`src/rtl/core_pkg.sv`:
```
// Shared definitions for the pipelined ARM core: data widths, the PC step,
// the bubble encoding and the IF/ID pipeline register payload.
package core_pkg;

  localparam int XLEN = 32;
  localparam logic [XLEN-1:0] PC_STEP = 32'd4;
  localparam logic [XLEN-1:0] NOP_INSTR_DEFAULT = 32'hE1A0_0000;  // MOV r0,r0

  typedef struct packed {
    logic [XLEN-1:0] instr;
    logic [XLEN-1:0] pc;
    logic            valid;
  } if_id_t;

  // Counter increment that sticks at all-ones instead of wrapping.
  function automatic logic [XLEN-1:0] sat_inc(input logic [XLEN-1:0] v);
    return (v == '1) ? v : v + 32'd1;
  endfunction

endpackage

```
`src/rtl/if_id_reg.sv`:
```
// Pipeline register holding an if_id_t with bubble / load / hold control.
// bubble beats load; neither asserted means hold. Reset loads a bubble.
module if_id_reg
  import core_pkg::*;
#(
  parameter logic [XLEN-1:0] NOP_INSTR = NOP_INSTR_DEFAULT
) (
  input  logic   clk,
  input  logic   rst,
  input  logic   load,
  input  logic   bubble,
  input  if_id_t data_i,
  output if_id_t data_o
);

  localparam if_id_t BUBBLE = '{instr: NOP_INSTR, pc: '0, valid: 1'b0};

  if_id_t data_q;
  if_id_t data_d;

  always_comb begin
    data_d = data_q;
    if (bubble) begin
      data_d = BUBBLE;
    end else if (load) begin
      data_d = data_i;
    end
  end

  always_ff @(posedge clk) begin
    if (rst) begin
      data_q <= BUBBLE;
    end else begin
      data_q <= data_d;
    end
  end

  assign data_o = data_q;

endmodule

```
`src/rtl/fetch_stage.sv`:
```
// Instruction-fetch stage: PC register, next-PC mux and the IF/ID register.
// Optional performance counters are built when FETCH_PERF_EN is defined.
module fetch_stage
  import core_pkg::*;
#(
  parameter logic [XLEN-1:0] RESET_PC  = 32'h0000_0000,
  parameter logic [XLEN-1:0] NOP_INSTR = NOP_INSTR_DEFAULT
) (
  input  logic            clk,
  input  logic            rst,
  input  logic            stall_f,
  input  logic            flush_d,
  input  logic            branch_taken_e,
  input  logic [XLEN-1:0] branch_target_e,
  output logic [XLEN-1:0] imem_addr,
  input  logic [XLEN-1:0] imem_rd,
  output logic [XLEN-1:0] instr_d,
  output logic [XLEN-1:0] pc_d,
  output logic [XLEN-1:0] pc_plus8_d,
  output logic            valid_d
`ifdef FETCH_PERF_EN
  ,
  output logic [XLEN-1:0] perf_fetched,
  output logic [XLEN-1:0] perf_stalls,
  output logic [XLEN-1:0] perf_flushes
`endif
);

  logic [XLEN-1:0] pc_f_q;
  logic [XLEN-1:0] pc_f_d;
  logic            if_id_bubble;
  logic            if_id_load;
  if_id_t          if_id_in;
  if_id_t          if_id_out;

  // A redirect overrides stall so the wrong-path fetch is never held.
  always_comb begin
    pc_f_d = pc_f_q + PC_STEP;
    if (branch_taken_e) begin
      pc_f_d = {branch_target_e[XLEN-1:2], 2'b00};
    end else if (stall_f) begin
      pc_f_d = pc_f_q;
    end
  end

  always_ff @(posedge clk) begin
    if (rst) begin
      pc_f_q <= RESET_PC;
    end else begin
      pc_f_q <= pc_f_d;
    end
  end

  assign if_id_bubble = branch_taken_e | flush_d;
  assign if_id_load   = ~stall_f;
  assign if_id_in     = '{instr: imem_rd, pc: pc_f_q, valid: 1'b1};

  if_id_reg #(
    .NOP_INSTR(NOP_INSTR)
  ) u_if_id (
    .clk   (clk),
    .rst   (rst),
    .load  (if_id_load),
    .bubble(if_id_bubble),
    .data_i(if_id_in),
    .data_o(if_id_out)
  );

  assign imem_addr  = pc_f_q;
  assign instr_d    = if_id_out.instr;
  assign pc_d       = if_id_out.pc;
  assign valid_d    = if_id_out.valid;
  assign pc_plus8_d = if_id_out.pc + 32'd8;

`ifdef FETCH_PERF_EN
  logic [XLEN-1:0] fetched_q, fetched_d;
  logic [XLEN-1:0] stalls_q, stalls_d;
  logic [XLEN-1:0] flushes_q, flushes_d;

  always_comb begin
    fetched_d = fetched_q;
    stalls_d  = stalls_q;
    flushes_d = flushes_q;
    if (!if_id_bubble && if_id_load) begin
      fetched_d = sat_inc(fetched_q);
    end
    if (stall_f && !branch_taken_e) begin
      stalls_d = sat_inc(stalls_q);
    end
    if (if_id_bubble) begin
      flushes_d = sat_inc(flushes_q);
    end
  end

  always_ff @(posedge clk) begin
    if (rst) begin
      fetched_q <= '0;
      stalls_q  <= '0;
      flushes_q <= '0;
    end else begin
      fetched_q <= fetched_d;
      stalls_q  <= stalls_d;
      flushes_q <= flushes_d;
    end
  end

  assign perf_fetched = fetched_q;
  assign perf_stalls  = stalls_q;
  assign perf_flushes = flushes_q;
`endif

endmodule

```
`config.mk`:
```
export PLATFORM = sky130hd
export DESIGN_NAME = fetch_stage
export DESIGN_NICKNAME = d
export VERILOG_FILES = /design/src/rtl/core_pkg.sv /design/src/rtl/if_id_reg.sv /design/src/rtl/fetch_stage.sv
export SDC_FILE = /design/constraint.sdc
export NUM_CORES = 1
export LEC_CHECK = 0
export ABC_CLOCK_PERIOD_IN_PS = 2600
export CAP_MARGIN = 20
export CORE_ASPECT_RATIO = 0.5
export CORE_MARGIN = 5
export CORE_UTILIZATION = 42
export DETAILED_ROUTE_END_ITERATION = 10
export MAX_ROUTING_LAYER = met4
export PLACE_DENSITY = 0.8
export SLEW_MARGIN = 20
export SYNTH_ARGS = -nofsm -noshare
export SYNTH_HDL_FRONTEND = slang
export SYNTH_SLANG_ARGS = --single-unit
```
`constraint.sdc`:
```
create_clock -name clk -period 2.6 [get_ports clk]
set_clock_uncertainty 0.05 [all_clocks]
set_input_delay 0.65 -clock clk [delete_from_list [all_inputs] [get_ports clk]]
set_output_delay 0.65 -clock clk [all_outputs]
set_load 0.005 [all_outputs]
```
==> results_dict.tcl, run 1 <==
set metrics [dict create \
    cpPeakStageDelay_ns 0.33 \
    dpl_cell_area_um2 6890 \
    vdd_drop_max_mv 0.318 \
    synth-seq-cells 93 \
    grt_max_degree 58 \
    postCtsHoldBufs 0 \
    finalCritPeriodShare 1.06 \
    cts_tree "yes" \
    drt-met1-wl_mm 6.39 \
    startpoint_type "register" \
    drc 0 \
    row_count 26 \
    switching_share 0.235 \
    net-switching-power_mw 0.804 \
    yosysUniqueCellTypes 44 \
    layout_commonest_cell "clkdlybuf4s50_1" \
    fin_ws_ns -0.147 \
    grt_pass1_wl_mm 23.6 \
    drt_iter0_markers 305 \
    p_leak_nw 3.01 \
    crit_chain "nand4_1, buf_4, nor4_2, buf_4, nand4_1, xnor2_1, clkdlybuf4s15_2" \
    avgSynthCellArea_um2 8.90 \
    route.met2.wl_mm 7.35 \
    avgRoutedWirePerCell_um 17.1 \
    cts_max_path_buffers 2 \
    critical_path_class "register to output port" \
    antenna_found_initial 0 \
    synth_area_um2 4530 \
    powerDensity_nw_per_um2 465 \
    design.die.area_um2 13100 \
    boundaryPins 198 \
    ant_nets 0 \
    dr_wl_met3_mm 1.26 \
    fp.coreArea_um2 10400 \
    slew_violations 0 \
    num_antenna_cells 0 \
    period_minus_slack_ns 2.75 \
    crit_slowest_cell "dfxtp_2" \
    track_usage 0.230 \
    die_h_um 83.4 \
    nets 821 \
    clock-sinks 93 \
    worstSetupEndpointType "output port" \
    p_int_mw 2.62 \
    seqPwrFrac 0.447 \
    setup_viol 10 \
    holdWs_ns 0.393 \
    vias 4774 \
    grt_pass1_vias 4551 \
    cts_made_buffers 9 \
    slew_headroom 0.508 \
    failed_checks "negative setup slack" \
    final_cell_area_um2 7360 \
    layout_common_cells "clkdlybuf4s50_1, dfxtp_1, nor2_1" \
    layout-area-overhead-vs-synth_pct 62.5 \
    gp_congestion 0.917 \
    cts_root_buffer "clkbuf_16" \
    grt-ovfl-total 0 \
    yosys_warnings 0 \
    cts_max_level 3 \
    syn_inst 509 \
    synth-edff-count 0 \
    hp-class "register to register" \
    yosysSeqAreaShare 0.411 \
    viasPerCell 5.33 \
    p_clk_frac 0.414 \
    drive_gt1_frac 0.167 \
    place_inst 863 \
    fmax_mhz 364 \
    place_hpwl_mm 11.3 \
    cp_num_buf_inv 3 \
    rsz0062_at_grt "true" \
    synth_flop_cell "dfxtp_1" \
    drt_first_pass_iters 5 \
    cp_max_fo 4 \
    cp.required_ns 1.90 \
    async_flop_share 0 \
    worstSkewPairLatency_ns 0.34 \
    clk_pin_slew_ns 0.06 \
    drv_cap 0 \
    drt-total-wl_mm 15.3 \
    start_util 0.436 \
    fp.dieW_um 157 \
    critPathArrivalTime_ns 2.05 \
    status "complete, but fails checks" \
    topRoutingLayerUsed "met4" \
    crit_family "simple AND/OR/NAND/NOR gates" \
    p_comb_frac 0.139 \
    hold_viol 0 \
    portBuffers 189 \
    worst_pin_slew_ns 0.738 \
    final_cells 895 \
]
-- flip-flops by register name, indices dropped and copies added (netlist names) --
signal          count
imem_addr          30
u_if_id.data_o     63
-- power groups by stage --
stage / Combinational (mW) / Clock, mW / Sequential, mW
floorplan: 0.183 / 0 / 1.56
global route: 0.509 / 1.50 / 1.54
detailed placement: 0.475 / 0 / 1.56
CTS: 0.476 / 1.44 / 1.53
finish: 0.474 / 1.42 / 1.53
global placement: 0.469 / 0 / 1.56
-- kinds of logic (layout without fill, tap and decap cells) --
kind of cell               after synthesis  count (layout)  synth area share
and+or+nand+nor                        214             214             0.239
DFF                                     93              93             0.411
muxes                                   63              63             0.139
AOI/OAI and AO/OA                       52              52            0.0851
buffers and inverters                   45             286            0.0439
xor gates and xnor gates                39              39            0.0754
adders and majority gates                2               2           0.00553
other                                    1               6          0.000828
-- layer usage --
layer,global-route usage,vias to the layer above
met5,-,-
met4,0.0724,0
met3,0.0670,24
met2,0.366,194
met1,0.283,2258
li1,-,2298
-- area by class of cell --
type                       instances  area (µm²)
fill                             813        3020
multi-input combinational        376        2540
timing repair buffer             260        2400
sequential                        93        1880
clock buffer                      10         239
tap                              140         175
clock inverter                     6        86.3
inverter                          10        37.5
-- cells in the mapped netlist, types with 7 or more instances --
cell	number	area share
nand2_1	32	0.027
inv_1	8	0.0066
nor4_1	10	0.014
or3_1	9	0.012
and3_1	7	0.0097
buf_4	7	0.012
a211oi_1	12	0.020
nor3_1	9	0.0099
nand3_1	23	0.025
clkbuf_1	17	0.014
nand4_1	17	0.023
buf_1	8	0.0066
mux2i_1	63	0.14
nor2_1	82	0.068
xor2_1	9	0.017
xnor2_1	30	0.058
a21oi_1	8	0.0088
and4_1	8	0.015
dfxtp_1	93	0.41
o21ai_0	10	0.011
-- worst paths after layout --
check / start / to / slack, ns / cells past startpoint
setup reg to reg: imem_addr[2] / imem_addr[22] / 0.42 / 5
setup / recovery: u_if_id.data_o[10] / pc_plus8_d[20] / -0.15 / 7
hold / removal: u_if_id.data_o[0] / u_if_id.data_o[0] / 0.39 / 2
hold reg to reg: u_if_id.data_o[0] / u_if_id.data_o[0] / 0.39 / 2
-- metrics by stage --
step,total power [mW],setup WS (ns),utilization,setup TNS [ns]
floorplan,1.74,0.265,-,0
global placement,2.03,0.0944,0.664,0
detailed placement,2.04,0.0391,0.664,0
CTS,3.45,-0.212,0.703,-0.574
global route,3.55,-0.266,0.709,-2.16
finish,3.42,-0.147,0.709,-0.689
-- worst register-to-register path, stage by stage, from the launching register on --
cell      delay [ns]
dfxtp_1         0.34
ha_1            0.24
nand3_1         0.15
or4_1           0.67
or3_1           0.39
a311oi_1        0.26
-- what timing repair did --
item,in CTS,in global routing
resized for setup,49,34
setup buffers,10,6
pin swaps,9,10
endpoints found under the setup margin,19,21
No activity file was read; power rests on OpenSTA's default activity.
==> inputs of run 2 (changes only) <==
--- a/config.mk
+++ b/config.mk
@@ -5,6 +5,7 @@
 export SDC_FILE = /design/constraint.sdc
 export NUM_CORES = 1
 export LEC_CHECK = 0
+export ABC_AREA = 1
 export ABC_CLOCK_PERIOD_IN_PS = 2600
 export CAP_MARGIN = 20
 export CORE_ASPECT_RATIO = 0.5
@@ -12,7 +13,8 @@
 export CORE_UTILIZATION = 42
 export DETAILED_ROUTE_END_ITERATION = 10
 export MAX_ROUTING_LAYER = met4
-export PLACE_DENSITY = 0.8
+export PLACE_DENSITY = 0.77
+export REMOVE_ABC_BUFFERS = 1
 export SLEW_MARGIN = 20
 export SYNTH_ARGS = -nofsm -noshare
 export SYNTH_HDL_FRONTEND = slang
==> run 2 against run 1 <==
Net effect: combinational power shrank 9.5%; largest power group unchanged; worst setup slack gained 0.17 ns; clock power is essentially flat; the run now ends clean; sequential share of layout area shrank 1.8 points; routed wire length grew 16%; synthesized cell count grew 54%; critical path type unchanged; cell count grew 32%.
==> results_dict.tcl, run 2 <==
set metrics [dict create \
    grt_pass1_wl_mm 28.4 \
    fmax_mhz 388 \
    synth_area_um2 5090 \
    yosys.area.top_type_share 0.366 \
    synth.most_common_cell "nand2_1" \
    rsz0062_at_grt "true" \
    fin_setup_tns_ns 0 \
    layout_commonest_cell "nand2_1" \
    yosys-top-cells-area "dfxtp_1, nand2_1, a21oi_1" \
    drive_gt1_frac 0.161 \
    design.die.area_um2 14500 \
    hold_viol 0 \
    startpoint_type "register" \
    synth_top_cell_by_area "dfxtp_1" \
    cts_root_buffer "clkbuf_16" \
    layout-area-overhead-vs-synth_pct 57.0 \
    grt_pass1_vias 5809 \
    async_flop_share 0 \
    utilization 0.674 \
    crit_slowest_cell "dfxtp_4" \
    cts_max_level 3 \
    fillers 1078 \
    worstSetupEndpointType "output port" \
    viasPerCell 4.96 \
    nets 1082 \
    place_hpwl_mm 13.5 \
    synth_common_cells "nand2_1, dfxtp_1, nor2_1, a21oi_1, inv_1" \
    total_power_mw 3.34 \
    grt-ovfl-total 0 \
    multi_input_area_um2 2970 \
    vdd_drop_max_mv 0.317 \
    gp_congestion 0.920 \
    largest_reg_flops 63 \
    vias 5857 \
    num_antenna_cells 0 \
    pre_cts_ws_ns 0.0460 \
    finalCritPeriodShare 0.992 \
    synth_flop_cell "dfxtp_1" \
    drt-total-wl_mm 17.8 \
    period_minus_slack_ns 2.58 \
    postCtsHoldBufs 0 \
    setup_viol 0 \
    critPathArrivalTime_ns 1.88 \
    drc 0 \
    antenna_found_initial 0 \
    synth-seq-cells 93 \
    final-seq-area_um2 1900 \
    p_leak_nw 3.30 \
    drv_cap 0 \
    avgSynthCellArea_um2 6.49 \
    yosys_warnings 0 \
    track_usage 0.247 \
    grt_max_degree 50 \
    fp.coreArea_um2 11800 \
    powerDensity_nw_per_um2 418 \
    drt_first_pass_iters 6 \
    die_h_um 87.8 \
    drt_iter0_markers 388 \
    status "finished clean" \
    row_count 28 \
    cp.required_ns 1.90 \
    yosysUniqueCellTypes 32 \
    synth-edff-count 0 \
    portBuffers 189 \
    clock-sinks 93 \
    cts_tree "yes" \
    yosysSeqAreaShare 0.366 \
    cts_made_buffers 9 \
    ant_nets 0 \
    clk_pin_slew_ns 0.07 \
    critical_path_class "register to output port" \
    avgRoutedWirePerCell_um 15.1 \
    layout_common_cells "nand2_1, clkdlybuf4s50_1, nor2_1" \
    hp-class "register to register" \
    crit_chain "ha_4, nand2_2, inv_2, nand2_4, nor2_4, buf_6, nand2_4, nor2_4, buf_6, nand3_2, xnor2_1, buf_2" \
    worstSkewPairLatency_ns 0.35 \
    fin_ws_ns 0.0213 \
    boundaryPins 198 \
    cpPeakStageDelay_ns 0.37 \
    fp.dieW_um 166 \
    slew_violations 0 \
    start_util 0.430 \
    cts_max_path_buffers 2 \
    syn_inst 784 \
    cp_max_fo 3 \
]
run 2: cell count changes after synthesis, moves of 9 or more:
cell,before,now
a211oi_1,12,0
a21oi_1,8,80
inv_1,8,71
mux2i_1,63,0
nand2_1,32,240
nand3_1,23,46
nand4_1,17,7
nor2_1,82,92
nor4_1,10,0
o21ai_0,10,29
or3_1,9,0
xnor2_1,30,13
run 2: path summary, 6_finish.rpt:
kind                        endpoint                from  cells past startpoint  slack (ns)
setup / recovery      pc_plus8_d[23]   u_if_id.data_o[4]                     12        0.02
hold / removal    u_if_id.data_o[37]  u_if_id.data_o[37]                      2        0.42
setup reg to reg       imem_addr[24]        imem_addr[2]                      9        0.75
hold reg to reg   u_if_id.data_o[37]  u_if_id.data_o[37]                      2        0.42
run 2: per-stage QoR:
step | hold WS [ns] | std cells | area, µm²
6_report | 0.416 | 1181 | 7990
5_1_grt | 0.441 | 1181 | 7990
4_1_cts | 0.419 | 1173 | 7820
3_5_place_dp | 0.406 | 1148 | 7340
3_3_place_gp | 0.401 | 1148 | 7340
2_1_floorplan | 0.410 | 752 | 4920
run 2: per-layer routing:
metal / vias to the layer above / share of wire / track usage
met4: 0 / 0.014 / 0.0576
li1: 2928 / - / -
met3: 19 / 0.075 / 0.0708
met2: 209 / 0.47 / 0.411
met5: - / 0 / -
met1: 2701 / 0.44 / 0.301
run 2: power by group:
part	leakage (nW)	total (mW)	switching [mW]	internal, mW
Sequential	0.769	1.52	0.0547	1.46
Combinational	2.38	0.429	0.198	0.231
Clock	0.148	1.39	0.623	0.770
Total	3.30	3.34	0.876	2.46
run 2: kinds of logic after synthesis:
family | after synthesis | synth area share
and+or+nand+nor | 435 | 0.376
AOI/OAI and AO/OA | 117 | 0.118
buffers and inverters | 110 | 0.0898
DFF | 93 | 0.366
xor gates and xnor gates | 26 | 0.0448
adders and majority gates | 2 | 0.00492
other | 1 | 0.000737
run 2: what timing repair did:
action,4_1_cts,5_1_grt
gates resized for setup,73,51
pin swaps,12,23
endpoints found under the setup margin,24,17
endpoints found under the hold margin,0,0
setup buffers,9,11
run 2: layout make-up:
class | instances | area share
timing repair buffer | 248 | 0.291
multi-input combinational | 586 | 0.372
sequential | 93 | 0.238
tap | 165 | 0.0258
inverter | 73 | 0.0343
clock buffer | 9 | 0.0282
clock inverter | 7 | 0.0110
run 2: critical path: cells and delay by family, from the launching register on:
family        cells  cell delay (ns)
fa+ha+maj         1             0.14
simple gates      6             0.45
flops             1             0.37
xor+xnor          1             0.14
buf+inv           4             0.44
